===== config.mk =====
export PLATFORM = sky130hd
export DESIGN_NAME = bist_flat
export DESIGN_NICKNAME = d
export VERILOG_FILES = /design/src/rtl/bist_if.sv /design/src/rtl/bist.sv /design/src/flat_wrapper.sv
export SDC_FILE = /design/constraint.sdc
export NUM_CORES = 1
export LEC_CHECK = 0
export BUFFER_PORTS_ARGS = -buffer_cell sky130_fd_sc_hd__buf_4
export CAP_MARGIN = 20
export CORE_MARGIN = 1.5
export CORE_UTILIZATION = 50
export DETAILED_ROUTE_END_ITERATION = 8
export PLACE_DENSITY = 0.66
export SYNTH_ARGS = -nofsm -noshare
export SYNTH_HDL_FRONTEND = slang
export SYNTH_SLANG_ARGS = --single-unit

===== constraint.sdc =====
create_clock -name clk -period 8.9 [get_ports clk]
set_input_delay 1.78 -clock clk [delete_from_list [all_inputs] [get_ports clk]]
set_output_delay 1.78 -clock clk [all_outputs]
set_load 0.02 [all_outputs]

===== src/rtl/bist_if.sv =====
// rtl/bist_if.sv - normal-mode SRAM access bus for the bist wrapper
interface bist_if #(
    parameter int size   = 6,
    parameter int length = 8
);
    logic              csin;
    logic              rwbarin;
    logic [size-1:0]   address;
    logic [length-1:0] datain;
    logic [length-1:0] dataout;

    modport master (
        output csin,
        output rwbarin,
        output address,
        output datain,
        input  dataout
    );

    modport slave (
        input  csin,
        input  rwbarin,
        input  address,
        input  datain,
        output dataout
    );
endinterface


===== src/rtl/bist.sv =====
// rtl/bist.sv - single-port SRAM with an 8-pattern write-all/read-all march self-test
module bist #(
    parameter int size   = 6,
    parameter int length = 8
) (
    input  logic   clk,
    input  logic   rst,
    input  logic   start_i,
    input  logic   opr_i,
    output logic   fail_o,
    bist_if.slave  bus
);
    localparam int NB = length / 8;
    localparam int CW = size + 4;

    typedef enum logic [1:0] {IDLE, TEST, DRAIN} state_t;

    state_t            state_q, state_d;
    logic [CW-1:0]     cnt_q, cnt_d;
    logic [length-1:0] dout_q;
    logic [length-1:0] exp_q;
    logic              vld_q;
    logic              fail_q;

    logic [length-1:0] mem [0:(2**size)-1];

    logic              mem_cs;
    logic              mem_rwbar;
    logic [size-1:0]   mem_addr;
    logic [length-1:0] mem_wdata;

    // Counter fields: {pat, rd, addr}; rd splits each pattern into write then read sweeps.
    logic [2:0]        pat;
    logic              rd;
    logic [size-1:0]   caddr;

    assign pat   = cnt_q[CW-1:size+1];
    assign rd    = cnt_q[size];
    assign caddr = cnt_q[size-1:0];

    function automatic logic [length-1:0] pattern(input logic [2:0] p);
        logic [7:0] b;
        case (p)
            3'd0:    b = 8'h00;
            3'd1:    b = 8'hFF;
            3'd2:    b = 8'h55;
            3'd3:    b = 8'hAA;
            3'd4:    b = 8'h33;
            3'd5:    b = 8'hCC;
            3'd6:    b = 8'h0F;
            default: b = 8'hF0;
        endcase
        return {NB{b}};
    endfunction

    always_ff @(posedge clk or posedge rst) begin
        if (rst) begin
            state_q <= IDLE;
            cnt_q   <= '0;
        end else begin
            state_q <= state_d;
            cnt_q   <= cnt_d;
        end
    end

    always_comb begin
        state_d = state_q;
        cnt_d   = cnt_q;
        case (state_q)
            IDLE: begin
                if (start_i) begin
                    state_d = TEST;
                    cnt_d   = '0;
                end
            end
            TEST: begin
                cnt_d = cnt_q + 1'b1;
                if (&cnt_q) state_d = DRAIN;
            end
            DRAIN:   state_d = IDLE;
            default: state_d = IDLE;
        endcase
    end

    // DRAIN keeps the SRAM deselected while the final compare retires.
    always_comb begin
        mem_cs    = bus.csin;
        mem_rwbar = bus.rwbarin;
        mem_addr  = bus.address;
        mem_wdata = bus.datain;
        if (state_q == TEST) begin
            mem_cs    = 1'b1;
            mem_rwbar = rd;
            mem_addr  = caddr;
            mem_wdata = pattern(pat) ^ {{(length-1){1'b0}}, opr_i};
        end else if (state_q == DRAIN) begin
            mem_cs    = 1'b0;
            mem_rwbar = 1'b0;
            mem_addr  = '0;
            mem_wdata = '0;
        end
    end

    always_ff @(posedge clk) begin
        if (mem_cs && !mem_rwbar) mem[mem_addr] <= mem_wdata;
    end

    always_ff @(posedge clk or posedge rst) begin
        if (rst) begin
            dout_q <= '0;
        end else if (!mem_cs) begin
            dout_q <= '0;
        end else if (mem_rwbar) begin
            dout_q <= mem[mem_addr];
        end
    end

    always_ff @(posedge clk or posedge rst) begin
        if (rst) begin
            exp_q  <= '0;
            vld_q  <= 1'b0;
            fail_q <= 1'b0;
        end else begin
            vld_q <= (state_q == TEST) && rd;
            exp_q <= pattern(pat);
            if (vld_q && (dout_q != exp_q)) fail_q <= 1'b1;
        end
    end

    assign bus.dataout = dout_q;
    assign fail_o      = fail_q;
endmodule


===== src/flat_wrapper.sv =====
// flat-port wrapper written by rule: the top's interface ports become plain ports
module bist_flat 
#(
    parameter int size   = 6,
    parameter int length = 8
)
  (clk, rst, start_i, opr_i, fail_o, bus_csin, bus_rwbarin, bus_address, bus_datain, bus_dataout);
  bist_if #(.size(size), .length(length)) bus_i ();
  input  logic clk;
  input  logic rst;
  input  logic start_i;
  input  logic opr_i;
  output logic fail_o;
  input wire logic [$bits(bus_i.csin)-1:0] bus_csin;
  input wire logic [$bits(bus_i.rwbarin)-1:0] bus_rwbarin;
  input wire logic [$bits(bus_i.address)-1:0] bus_address;
  input wire logic [$bits(bus_i.datain)-1:0] bus_datain;
  output wire logic [$bits(bus_i.dataout)-1:0] bus_dataout;
  assign bus_i.csin = bus_csin;
  assign bus_i.rwbarin = bus_rwbarin;
  assign bus_i.address = bus_address;
  assign bus_i.datain = bus_datain;
  assign bus_dataout = bus_i.dataout;
  bist #(.size(size), .length(length)) u_core (.clk(clk), .rst(rst), .start_i(start_i), .opr_i(opr_i), .fail_o(fail_o), .bus(bus_i));
endmodule

==> qor.yml <==
fmax_mhz: 209
yosys.area.top_type: "edfxtp_1"
antenna_found_initial: 0
clock_latency_ns: 0.60
grt_first_pass_wirelength_mm: 88.2
cts_tree: "done"
end_kind: "flip-flop"
syn_avg_cell_area_sq_um: 13.8
hp-class: "flip-flop to flip-flop"
synthXorXnorAreaFrac: 0.00766
rsz0062_at_grt: "false"
yosys.area_share.simple: 0.0957
ir_drop_uv: 307
path_delay_family: "simple AND/OR/NAND/NOR gates"
r2r_start: "u_core.state_q[0]"
cts_sinks: 542
critical_path.max_fanout: 155
hold_viol: 0
area_delta_synth_final_pct: 10.8
cp_slowest_cell: "nor2_1"
synth_top_area_frac: 0.713
syn_inst: 1561
synth-compound-area-share: 0.115
routedWlPerCell_um: 27.9
synth_area_leaders: "edfxtp_1, nand2_1, a21oi_1"
dp_hpwl_mm: 33.9
ys_seq_elements: 542
cp_cell_sequence: "buf_4 > mux2i_2 > o2bb2ai_4 > buf_12 > and2_1 > nand2_1 > nor2_1"
muxShareOfSynthArea: 0.0109
maxSlewHeadroom: 0.340
overflow: 0
drc_errors: 0
synth_top_family_by_area: "compound AO/OA/AOI/OAI gates"
startpoint_type: "input port"
r2r_setup_slack_ns: 4.42
grt_max_degree: 156
routed_via_density: 6.48
critPathRequiredTime_ns: 9.11
cts_root_buf: "clkbuf_16"
finalClockSkew_ns: 0.0211
synthArstFlopShare: 0.0554
reg2reg_to: "u_core.mem[3][0]"
clk_path_buf_depth: 3
timing.final.ws_setup_ns: 4.12
synth_flop_cell: "edfxtp_1"
die_area_sq_um: 44400
port_buffers: 28
slowest_delay_ns: 0.79
drive_gt1_frac: 0.0874
num_vias: 13875
setup_viol: 0
startpoint: "bus_address[1]"
place.gp.congestion: 0.885
start_util: 0.511
slew_violations: 0
period_needed_ns: 4.78
syn_nets: 1582
finalNetCount: 1581
detail_route.wirelength_mm: 59.8
synth_most_common_cell: "edfxtp_1"
synth_cell_types: 63
grt_pass1_vias: 13229
powerDensity_nw_per_um2: 295
cts_made_buffers: 52
worst-slew-pin-transition_ns: 0.990
path_clk_slew_ns: 0.06
crit_arrival_ns: 4.99
post_cts_buffers: 0
fp.dieW_um: 211
path_buf_inv: 2
finalCritPeriodShare: 0.537
synth_area_sq_um: 21600
coreArea_sq_um: 42200
first_iter_violations: 1951
drtPass1Iterations: 6
fin_util: 0.566
cp.depth: 7
synth_edf_count: 512
tns_ns: 0
p_leak_nw: 7.88
cts_hold_buf: 0
die_y_um: 211
rows: 75
ctsResizeCount: 0
status: "complete, no violations"
path_class: "input port to flip-flop"
worst-r2r-cell-count: 6
n_antenna_cell: 0
yosys_warnings: 0
endpoint: "u_core.mem[3][0]"
grt_usage: 0.273
cts_max_level: 2
detailedPlace.worstSlack_ns: 3.55
pin_count: 29
synth_fa_ha_area_frac: 0.000580
fin_total_pwr_mw: 7.04
synth_commonest_cells: "edfxtp_1, nand2_1, a21oi_1"
yosysSeqAreaShare: 0.748
max_cap_violations: 0
antenna_left: 0
-- placed cells by master (no fill, tap or decap), types with 20 or more instances in the layout --
cell / n
nor3_1: 23
o221ai_1: 23
a32oi_1: 23
mux2i_1: 22
nand2_1: 303
o21ai_0: 20
clkbuf_16: 54
buf_4: 48
edfxtp_1: 512
a22oi_1: 48
nor2_1: 80
a21oi_1: 152
nand3_1: 47
dfrtp_1: 30
-- worst min-delay path by stage --
stage / slack [ns] / end / cells after the start / startpoint
floorplan: 0.45 / u_core.fail_o / 2 / u_core.vld_q
global placement: 0.45 / u_core.fail_o / 1 / u_core.fail_o
detailed placement: 0.46 / u_core.fail_o / 1 / u_core.fail_o
CTS: 0.48 / u_core.fail_o / 1 / u_core.fail_o
global route: 0.50 / u_core.fail_o / 1 / u_core.fail_o
finish: 0.47 / u_core.fail_o / 1 / u_core.fail_o
-- layer usage --
metal,share of wire,track usage,vias up
met2,0.45,0.412,878
met5,0,0,-
met4,0.042,0.115,0
li1,-,-,5955
met1,0.40,0.392,6879
met3,0.10,0.0525,163
-- logic make-up (layout without fill, tap and decap cells) --
group | after synthesis | count (layout)
adders and majority gates | 1 | 1
muxes | 23 | 23
buffers and inverters | 114 | 155
xor gates and xnor gates | 18 | 18
DFF | 542 | 542
and+or+nand+nor | 494 | 494
AOI/OAI and AO/OA | 369 | 369
-- flip-flops by register name, summed over array words and instances, names as in the netlist --
name	count
u_core.bus.dataout	8
u_core.cnt_q	10
u_core.exp_q	8
u_core.fail_o	1
u_core.mem	512
u_core.state_q	2
u_core.vld_q	1
-- metrics by stage --
stage	hold WS, ns	cells	area [sq um]
final	0.474	2141	23900
after global routing	0.498	2141	23900
after CTS	0.480	2141	23900
after detailed placement	0.462	2045	22300
after global placement	0.453	2045	22300
after floorplan	0.450	1561	21600
-- power by group --
part           switching, mW  total (mW)  internal, mW
combinational           1.41        1.93         0.519
clock                  0.914        2.08          1.17
sequential            0.0858        3.03          2.94
total                   2.41        7.04          4.63
-- worst register-to-register path, cell delays in order (launching register included) --
cell and delay, ns:
dfrtp_1 0.76, inv_1 0.36, o2bb2ai_4 0.65, buf_12 0.62, and2_1 0.33, nand2_1 0.58
nor2_1 0.80
-- area by class of cell --
| class | instances | area [sq um] |
|---|---|---|
| Clock buffer | 72 | 1420 |
| Clock inverter | 24 | 171 |
| Fill cell | 3381 | 18300 |
| Inverter | 10 | 37.5 |
| Multi-Input combinational cell | 905 | 5080 |
| Sequential cell | 542 | 16100 |
| Tap cell | 539 | 674 |
| Timing Repair Buffer | 49 | 380 |
Power figures use the tool's default switching activity.
